File: src/rtl/pulsadores_acond.sv
// Push-button conditioning: two-flop synchroniser, debounce and press pulse per button.
// Define AUTOREPEAT_EN to add hold-to-repeat on the four direction buttons.
`timescale 1ns/1ps
module pulsadores_acond #(
    parameter int DEB_CYCLES = 1_000_000,
    parameter int REP_DELAY  = 50_000_000,
    parameter int REP_RATE   = 10_000_000,
    parameter int CW         = 27
) (
    input  logic clk,
    input  logic Reset,
    input  logic push_izquierda,
    input  logic push_derecha,
    input  logic push_arriba,
    input  logic push_abajo,
    input  logic push_centro,
    output logic nivel_izq,
    output logic nivel_der,
    output logic nivel_arr,
    output logic nivel_aba,
    output logic nivel_cen,
    output logic pulso_izq,
    output logic pulso_der,
    output logic pulso_arr,
    output logic pulso_aba,
    output logic pulso_cen,
    output logic pulso_any
);

    localparam logic [CW-1:0] CNT_ZERO = {CW{1'b0}};
    localparam logic [CW-1:0] CNT_ONE  = {{(CW-1){1'b0}}, 1'b1};
    localparam logic [CW-1:0] DEB_LAST = CW'(DEB_CYCLES - 1);
    localparam logic [CW-1:0] DLY_LAST = CW'(REP_DELAY - 1);
    localparam logic [CW-1:0] RTE_LAST = CW'(REP_RATE - 1);

    if (DEB_CYCLES < 2 || REP_DELAY < 1 || REP_RATE < 1 ||
        ((DEB_CYCLES - 1) >> CW) != 0 || ((REP_DELAY - 1) >> CW) != 0 ||
        ((REP_RATE - 1) >> CW) != 0) begin : g_param_check
        $error("pulsadores_acond: illegal DEB_CYCLES/REP_DELAY/REP_RATE/CW combination");
    end

    // Channel index: 0 left, 1 right, 2 up, 3 down, 4 center.
    logic [4:0]    raw_s;
    logic [4:0]    s1_q, s2_q;
    logic [4:0]    level_q, level_d;
    logic [4:0]    pulse_s;
    logic [CW-1:0] deb_cnt_q [5];
    logic [CW-1:0] deb_cnt_d [5];

    assign raw_s = {push_centro, push_abajo, push_arriba, push_derecha, push_izquierda};

    // Debounce: level flips only after DEB_CYCLES consecutive disagreeing samples.
    always_comb begin
        for (int i = 0; i < 5; i++) begin
            level_d[i]   = level_q[i];
            deb_cnt_d[i] = CNT_ZERO;
            if (s2_q[i] != level_q[i]) begin
                if (deb_cnt_q[i] == DEB_LAST) begin
                    level_d[i]   = ~level_q[i];
                    deb_cnt_d[i] = CNT_ZERO;
                end else begin
                    deb_cnt_d[i] = deb_cnt_q[i] + CNT_ONE;
                end
            end else begin
                deb_cnt_d[i] = CNT_ZERO;
            end
        end
    end

    // Synchroniser, debounce counters and stored levels.
    always_ff @(posedge clk) begin
        if (Reset) begin
            s1_q    <= 5'b00000;
            s2_q    <= 5'b00000;
            level_q <= 5'b00000;
            for (int i = 0; i < 5; i++) begin
                deb_cnt_q[i] <= CNT_ZERO;
            end
        end else begin
            s1_q    <= raw_s;
            s2_q    <= s1_q;
            level_q <= level_d;
            for (int i = 0; i < 5; i++) begin
                deb_cnt_q[i] <= deb_cnt_d[i];
            end
        end
    end

    for (genvar g = 0; g < 5; g++) begin : g_ch
`ifdef AUTOREPEAT_EN
        localparam bit HAS_REP = (g < 4);
`else
        localparam bit HAS_REP = 1'b0;
`endif
        logic rise_s;
        logic pulse_q;

        assign rise_s     = level_d[g] & ~level_q[g];
        assign pulse_s[g] = pulse_q;

        if (HAS_REP) begin : g_rep
            typedef enum logic [1:0] {
                ST_IDLE   = 2'd0,
                ST_WAIT   = 2'd1,
                ST_REPEAT = 2'd2
            } rep_state_t;

            rep_state_t    state_q, state_d;
            logic [CW-1:0] rep_cnt_q, rep_cnt_d;
            logic          fall_s;
            logic          pulse_d;

            assign fall_s = level_q[g] & ~level_d[g];

            // Repeat FSM state and counter registers.
            always_ff @(posedge clk) begin
                if (Reset) begin
                    state_q   <= ST_IDLE;
                    rep_cnt_q <= CNT_ZERO;
                    pulse_q   <= 1'b0;
                end else begin
                    state_q   <= state_d;
                    rep_cnt_q <= rep_cnt_d;
                    pulse_q   <= pulse_d;
                end
            end

            // Next state: a falling level aborts from any state.
            always_comb begin
                state_d   = state_q;
                rep_cnt_d = CNT_ZERO;
                if (fall_s) begin
                    state_d   = ST_IDLE;
                    rep_cnt_d = CNT_ZERO;
                end else begin
                    case (state_q)
                        ST_IDLE: begin
                            if (rise_s) begin
                                state_d = ST_WAIT;
                            end else begin
                                state_d = ST_IDLE;
                            end
                        end
                        ST_WAIT: begin
                            if (rep_cnt_q == DLY_LAST) begin
                                state_d = ST_REPEAT;
                            end else begin
                                rep_cnt_d = rep_cnt_q + CNT_ONE;
                            end
                        end
                        ST_REPEAT: begin
                            if (rep_cnt_q == RTE_LAST) begin
                                rep_cnt_d = CNT_ZERO;
                            end else begin
                                rep_cnt_d = rep_cnt_q + CNT_ONE;
                            end
                        end
                        default: begin
                            state_d = ST_IDLE;
                        end
                    endcase
                end
            end

            // Pulse output: press edge, end of delay, or end of each repeat period.
            always_comb begin
                pulse_d = 1'b0;
                if (fall_s) begin
                    pulse_d = 1'b0;
                end else begin
                    case (state_q)
                        ST_IDLE:   pulse_d = rise_s;
                        ST_WAIT:   pulse_d = (rep_cnt_q == DLY_LAST);
                        ST_REPEAT: pulse_d = (rep_cnt_q == RTE_LAST);
                        default:   pulse_d = 1'b0;
                    endcase
                end
            end
        end else begin : g_norep
            // One pulse per accepted press, nothing on release.
            always_ff @(posedge clk) begin
                if (Reset) begin
                    pulse_q <= 1'b0;
                end else begin
                    pulse_q <= rise_s;
                end
            end
        end
    end

    assign nivel_izq = level_q[0];
    assign nivel_der = level_q[1];
    assign nivel_arr = level_q[2];
    assign nivel_aba = level_q[3];
    assign nivel_cen = level_q[4];
    assign pulso_izq = pulse_s[0];
    assign pulso_der = pulse_s[1];
    assign pulso_arr = pulse_s[2];
    assign pulso_aba = pulse_s[3];
    assign pulso_cen = pulse_s[4];
    assign pulso_any = |pulse_s;

endmodule
File: config.mk
export PLATFORM = sky130hd
export DESIGN_NAME = pulsadores_acond
export DESIGN_NICKNAME = d
export VERILOG_FILES = /design/src/rtl/pulsadores_acond.sv
export SDC_FILE = /design/constraint.sdc
export NUM_CORES = 1
export LEC_CHECK = 0
export ABC_AREA = 0
export ABC_CLOCK_PERIOD_IN_PS = 2900
export CAP_MARGIN = 0
export CORE_ASPECT_RATIO = 1.4
export CORE_MARGIN = 2
export CORE_UTILIZATION = 48
export DETAILED_ROUTE_END_ITERATION = 16
export GPL_TIMING_DRIVEN = 0
export SLEW_MARGIN = 20
export SYNTH_ARGS = -nofsm -noshare
export SYNTH_HDL_FRONTEND = slang
export SYNTH_SLANG_ARGS = --single-unit
File: constraint.sdc
create_clock -name clk -period 2.9 [get_ports clk]
set_input_delay 0.435 -clock clk [delete_from_list [all_inputs] [get_ports clk]]
set_output_delay 0.435 -clock clk [all_outputs]
set_load 0.01 [all_outputs]
Word level (Yosys, flattened, before mapping)
Memories as Yosys holds them, arrays and structs flattened.
Index checks and enable logic that the tools add are counted.
{"block": "word_totals", "ff_bits": 20, "ram_bits": 135, "inputBits": 7, "out_inout_bits": 11, "elab_cells": 68, "n_memories": 1}
{"block": "op_classes", "n_addsub": 5, "eq_ne": 10, "muxes": 28, "bitwise": 15, "n_reduce_logical": 1}
{"memory": "deb_cnt_q", "words": 5, "word_bits": 27, "read_ports": 5, "rd_clocked_by_memory_dff": 0, "wr": 5, "line": "47", "text": "logic [CW-1:0] deb_cnt_q [5];"}
{"operator": "two-way mux 27 bit", "count": 15}
{"operator": "adder 27 x 1 -> 27 bit (second input constant)", "count": 5}
{"operator": "equality test 27 x 20 -> 1 bit (second input constant)", "count": 5}
{"operator": "two-way mux 1 bit", "count": 13}
{"operator": "bitwise AND 1 bit", "count": 5}
{"operator": "inequality test 1 bit", "count": 5}
{"operator": "inverter 1 bit", "count": 5}
{"operator": "OR 1 bit", "count": 5}
{"operator": "OR reduction 5 bit", "count": 1}

Logic depth before layout (Yosys ltp)
Gate-level depths: netlist of the first run.
{"block": "depth", "depth_word": 4, "depth_mapped": 7, "mapped_depth_nobuf": 5}

Worst setup path after synthesis of the first run
OpenSTA, ideal clock, no wires.
{"block": "synth_timing", "path_type": "register to register", "startpoint": "mem deb_cnt_q[1][0], in the netlist deb_cnt_q[0][27]", "endpoint": "mem deb_cnt_q[1][24], in the netlist deb_cnt_q[0][51]", "setup_time_ps": 70, "arrival_time_ps": 1952, "t_required_ps": 2830, "slack_ps": 878, "path_stages_with_launch": 6, "path_buffers": 0, "period_less_slack_ps": 2022, "cell_sequence": "dfxtp_1 > ha_1 > inv_1 > or4_1 > or4b_2 > a21oi_1"}
{"element": "from (decl)", "line": "47"}

==> results of run 1 <==
-- where the power goes --
group          leakage, nW  switching (mW)  total, mW  internal (mW)
logic                0.742          0.0293     0.0486         0.0193
registers             1.25         0.00558       2.14           2.14
clock network        0.278           0.868       2.24           1.37
-- final cells by class --
type | instances | area share
sequential | 155 | 0.382
inverter | 22 | 0.0102
buffer | 34 | 0.0177
tap | 189 | 0.0291
timing repair buffer | 17 | 0.0209
multi-input combinational | 617 | 0.468
clock inverter | 12 | 0.0182
clock buffer | 20 | 0.0549
-- per-stage QoR --
step	util	hold WS, ps	area [um^2]	setup slack [ps]
after CTS	0.561	441	8130	379
after global routing	0.561	462	8130	171
after global placement	0.520	420	7540	451
final	0.561	438	8130	395
after floorplan	-	414	7130	878
after detailed placement	0.520	424	7540	409
-- layout by cell type, fill, tap and decap left out, types with 10 or more instances in the layout --
cell / count
and4_1: 12
xor2_1: 28
dfxtp_1: 155
nor2b_1: 10
clkbuf_16: 17
or3_1: 33
o31ai_1: 38
and3_1: 19
nor2_1: 82
nor4_1: 19
nand3_1: 47
nand4_1: 43
xnor2_1: 36
inv_1: 22
a21oi_1: 66
or4_1: 45
nor3_1: 18
nand2_1: 43
clkbuf_1: 26
clkdlybuf4s50_1: 17
o21ai_0: 26
-- logic make-up (layout without fill, tap and decap cells) --
| family | after synthesis | after routing | synth area share |
|---|---|---|---|
| AND/OR/NAND/NOR | 402 | 402 | 0.320 |
| flip-flops | 155 | 155 | 0.435 |
| AO/OA/AOI/OAI | 145 | 145 | 0.124 |
| XOR/XNOR | 64 | 64 | 0.0786 |
| buffers and inverters | 56 | 105 | 0.0318 |
| adder cells (fa/ha/maj) | 5 | 5 | 0.00877 |
| multiplexers | 1 | 1 | 0.00140 |
-- metal layers --
layer | share of wire | vias up
li1 | - | 3144
met1 | 0.44 | 2952
met2 | 0.50 | 102
met3 | 0.029 | 34
met4 | 0.025 | 0
met5 | 0 | -
-- state kept, by name, indices dropped and copies added, names as in the netlist --
name and flops:
pulso_cen 1, pulso_arr 1, pulso_der 1, s2_q 5, s1_q 5, level_q 5, pulso_aba 1, pulso_izq 1
deb_cnt_q 135
-- worst max-delay path by stage --
stage	cells after the start	from	endpoint	slack (ps)
detailed placement	7	deb_cnt_q[0][0]	deb_cnt_q[0][24]	410
floorplan	5	deb_cnt_q[0][27]	deb_cnt_q[0][51]	880
global route	7	deb_cnt_q[0][0]	deb_cnt_q[0][23]	170
finish	7	deb_cnt_q[0][0]	deb_cnt_q[0][23]	390
global placement	7	deb_cnt_q[0][0]	deb_cnt_q[0][4]	450
CTS	7	deb_cnt_q[0][0]	deb_cnt_q[0][23]	380
-- critical path, delay by kind of cell (launching register included) --
kind | cells | cell delay [ps]
buffers and inverters | 2 | 750
DFF | 1 | 380
AOI/OAI and AO/OA | 2 | 660
and+or+nand+nor | 2 | 360
adders and majority gates | 1 | 210
==> flow_summary.json, run 1 <==
{
  "tritoncts": "yes",
  "die_y_um": 148,
  "grt_start_max_net_pins": 17,
  "worst_path_max_delay_cell": "o31ai_2",
  "post-route-period-util": 0.864,
  "hpwlAfterDp_um": 11500,
  "met3_usage": 0.0403,
  "viasPerCell": 5.85,
  "initial_core_util": 0.492,
  "synth_warnings": 0,
  "drc": 0,
  "leakagePower_nw": 2.27,
  "grt_use_met2": 0.368,
  "grt-ovfl-total": 0,
  "whs_endpoint": "s2_q[4]",
  "met1_usage": 0.241,
  "grt_pass1_wl_um": 27300,
  "synth-seq-cells": 155,
  "worstMarginPinSlew_ps": 692,
  "r2r_cells": 7,
  "antenna_found_initial": 0,
  "synthDominantCellAreaShare": 0.435,
  "syn_avg_cell_area_um2": 8.61,
  "report.final.slew_viol_count": 0,
  "coreArea_um2": 14500,
  "synth_common_cells": "dfxtp_1, nor2_1, a21oi_1",
  "finalWeightedCongestion": 0.819,
  "drive_gt1_frac": 0.0673,
  "ys_async_sr_fraction": 0,
  "hold_class": "flop to flop",
  "multiInputGateArea_um2": 3800,
  "crit_top_cell": "clkbuf_1",
  "synth_edf_count": 0,
  "p_per_area_nw_per_um2": 544,
  "cts_buffer_depth": 2,
  "synth_cell_types": 41,
  "synth.area.top_cells": "dfxtp_1, or4_1, a21oi_1",
  "area_delta_synth_final_pct": 14.0,
  "clk_pin_slew_ps": 60,
  "min_period_ps": 2510,
  "max-cap-violations": 0,
  "worstPathRequired_ps": 3190,
  "cp_max_fo": 10,
  "final-seq-area_um2": 3100,
  "rsz0062_at_grt": "false",
  "critPathMaxStageDelay_ps": 560,
  "wirelength_um": 15900,
  "fmax_mhz": 399,
  "regToRegSetupSlack_ps": 390,
  "die-area_um2": 15900,
  "hold_buffers": 0,
  "track_usage": 0.210,
  "netlist_area_um2": 7130,
  "clk_latency_ps": 420,
  "synth_area_leader_cell": "dfxtp_1",
  "hold_depth": 1,
  "critPathArrivalTime_ps": 2790,
  "start_kind": "flop",
  "hold_viol_final": 0,
  "clock_sinks": 155,
  "path_class": "flop to flop",
  "numCtsBuffers": 17,
  "firstDrtPassIters": 4,
  "dr_total_vias": 6232,
  "postRouteAntennaNets": 0,
  "skew_ps": 6.28,
  "stdcell_count": 1066,
  "postCtsSetupBuffers": 0,
  "hp-start": "s1_q[4]",
  "io_pins": 18,
  "htree_levels": 4,
  "grt_pass1_vias": 6115,
  "grt_busiest_layer": "met2",
  "slew_headroom": 0.536,
  "cts.repair.resized": 0,
  "drtIter0Drc": 316,
  "ys.flop_type": "dfxtp_1",
  "critPathCaptureType": "flop",
  "crit_chain": "ha_1, and3_1, clkbuf_1, nand4b_1, o31ai_2, clkbuf_1, a21oi_1",
  "worstReg2RegStart": "deb_cnt_q[0][0]",
  "vdd_ir_drop_max_mv": 0.356,
  "setup_viol": 0,
  "ys_seq_area_frac": 0.435,
  "final.setup.tns_ps": 0,
  "r2r-end": "deb_cnt_q[0][23]",
  "syn-num-nets": 840,
  "power.total_mw": 4.43,
  "core.rowCount": 52,
  "status": "finished clean",
  "num-nets-final": 876,
  "netlist_instances": 828,
  "cts_root_buffer": "clkbuf_16",
  "numPortBuffers": 17,
  "fp.dieW_um": 107,
  "fillers": 1357,
  "antenna_cells": 0,
  "synth_most_common_cell": "dfxtp_1",
  "wl_per_cell_um": 14.9,
  "dpl.cell_count": 1034
}
(Power assumes the default switching activity.)
==> run 2: changes to the inputs <==
--- a/config.mk
+++ b/config.mk
@@ -8,11 +8,14 @@
 export ABC_AREA = 0
 export ABC_CLOCK_PERIOD_IN_PS = 2900
 export CAP_MARGIN = 0
+export CELL_PAD_IN_SITES_DETAIL_PLACEMENT = 2
+export CELL_PAD_IN_SITES_GLOBAL_PLACEMENT = 2
 export CORE_ASPECT_RATIO = 1.4
 export CORE_MARGIN = 2
-export CORE_UTILIZATION = 48
+export CORE_UTILIZATION = 38
 export DETAILED_ROUTE_END_ITERATION = 16
 export GPL_TIMING_DRIVEN = 0
+export PLACE_DENSITY_LB_ADDON = 0.1
 export SLEW_MARGIN = 20
 export SYNTH_ARGS = -nofsm -noshare
 export SYNTH_HDL_FRONTEND = slang
==> run 2 against run 1 <==
  * First-iteration DRC count fell by 32%
  * Critical path depth did not move
  * Combinational power rose by 8.0%
  * Fmax fell by 3.6%
  * Sequential share of layout area fell by 0.45 points
  * Critical path type unchanged
  * Critical endpoint is now deb_cnt_q[0][4]
  * Largest power group unchanged
  * Highest routed layer unchanged
==> flow_summary.json, run 2 (synthesis results as in run 1) <==
{
  "status": "finished clean",
  "fmax_mhz": 385,
  "numCtsBuffers": 17,
  "cp_max_fo": 10,
  "vdd_ir_drop_max_mv": 0.377,
  "firstDrtPassIters": 4,
  "grt_busiest_layer": "met2",
  "tritoncts": "yes",
  "post-route-period-util": 0.897,
  "endpoint": "deb_cnt_q[0][4]",
  "initial_core_util": 0.385,
  "drtIter0Drc": 214,
  "drive_gt1_frac": 0.0674,
  "switching_share": 0.209,
  "drc": 0,
  "finalWeightedCongestion": 0.791,
  "skew_ps": 12.8,
  "fp.dieW_um": 120,
  "p_sw_mw": 0.954,
  "worstPathRequired_ps": 3190,
  "clk_latency_ps": 430,
  "area_delta_synth_final_pct": 15.4,
  "layout_common_cells": "dfxtp_1, nor2_1, a21oi_1, nand3_1, or4_1",
  "clk_pin_slew_ps": 60,
  "clock_sinks": 155,
  "p_per_area_nw_per_um2": 555,
  "max-cap-violations": 0,
  "grt_pass1_vias": 7121,
  "critPathArrivalTime_ps": 2890,
  "cts_root_buffer": "clkbuf_16",
  "layout_commonest_cell": "dfxtp_1",
  "grt_start_max_net_pins": 17,
  "hold_buffers": 0,
  "cts_buffer_depth": 2,
  "met3_usage": 0.0385,
  "final.setup.tns_ps": 0,
  "multiInputGateArea_um2": 3810,
  "met1_usage": 0.239,
  "die-area_um2": 19900,
  "io_pins": 18,
  "r2r_cells": 7,
  "htree_levels": 4,
  "crit_path_start": "deb_cnt_q[0][0]",
  "pwr-share-comb": 0.011,
  "internal-power_mw": 3.61,
  "core.rowCount": 59,
  "wirelength_um": 21200,
  "critPathCaptureType": "flop",
  "largest_register": "deb_cnt_q",
  "power.total_mw": 4.57,
  "hold_viol_final": 0,
  "start_kind": "flop",
  "largest_register_ffs": 135,
  "hpwlAfterDp_um": 15300,
  "postRouteAntennaNets": 0,
  "worstMarginPinSlew_ps": 749,
  "worstReg2RegStart": "deb_cnt_q[0][0]",
  "whs_ps": 447,
  "leakagePower_nw": 2.29,
  "min_period_ps": 2600,
  "dr_total_vias": 6442,
  "slew_headroom": 0.497,
  "wl_per_cell_um": 18.9,
  "final-seq-area_um2": 3100,
  "path_class": "flop to flop",
  "setup_viol": 0,
  "regToRegSetupSlack_ps": 300,
  "viasPerCell": 5.75,
  "track_usage": 0.221,
  "report.final.slew_viol_count": 0,
  "numPortBuffers": 17,
  "grt-ovfl-total": 0,
  "rsz0062_at_grt": "false",
  "fillers": 2063,
  "r2r-end": "deb_cnt_q[0][4]",
  "seqPwrFrac": 0.469,
  "coreArea_um2": 18500,
  "grt_use_met2": 0.429,
  "die_y_um": 166,
  "grt_pass1_wl_um": 35900,
  "antenna_found_initial": 0,
  "antenna_cells": 0,
  "hold_class": "flop to flop",
  "num-nets-final": 876,
  "clockPowerShare": 0.519
}
[run 2: cell type report]
class	count	area share
plain buffers	34	0.0175
inverters	22	0.0100
multi-input cells	617	0.463
well taps	244	0.0371
flip-flops and latches	155	0.377
clock buffers	19	0.0538
clock inverters	12	0.0208
repair buffers	17	0.0207
[run 2: critical path, stage by stage (launching register included)]
cell      delay [ps]
dfxtp_1          390
ha_1             240
and3_1           180
clkbuf_1         350
nand4b_1         250
o31ai_4          430
clkbuf_1         490
nor2_1           120
[run 2: how the worst min path moves through the flow]
stage,end,slack [ps],depth (start not counted),startpoint
after floorplan,s2_q[0],410,1,s1_q[0]
after global placement,s2_q[2],420,1,s1_q[2]
after detailed placement,s2_q[1],430,1,s1_q[1]
after CTS,s2_q[4],450,1,s1_q[4]
after global routing,s2_q[4],470,1,s1_q[4]
final,s2_q[4],450,1,s1_q[4]
[run 2: power groups by stage]
stage	clock network, mW	registers (mW)	logic (mW)
2_1_floorplan	0	2.19	0.0285
3_3_place_gp	0	2.19	0.0498
3_5_place_dp	0	2.19	0.0525
4_1_cts	2.41	2.14	0.0536
5_1_grt	2.52	2.14	0.0581
6_report	2.37	2.14	0.0525
[run 2: routing by layer]
metal	vias to the layer above	wire length [um]	share of wire
li1	3139	-	-
met1	3237	8820	0.42
met2	44	11700	0.55
met3	22	307	0.014
met4	0	338	0.016
met5	-	0	0
[run 2: per-stage QoR]
stage	area [um^2]	setup WS, ps	utilization	std cells
2_1_floorplan	7130	878	-	828
3_3_place_gp	7610	351	0.411	1089
3_5_place_dp	7610	128	0.411	1089
4_1_cts	8220	129	0.444	1120
5_1_grt	8230	81.7	0.444	1120
6_report	8230	300	0.444	1120
[run 2: timing repair]
item,in CTS,in global routing
endpoints found under the setup margin,0,10
setup buffers,0,0
gates resized for setup,0,1
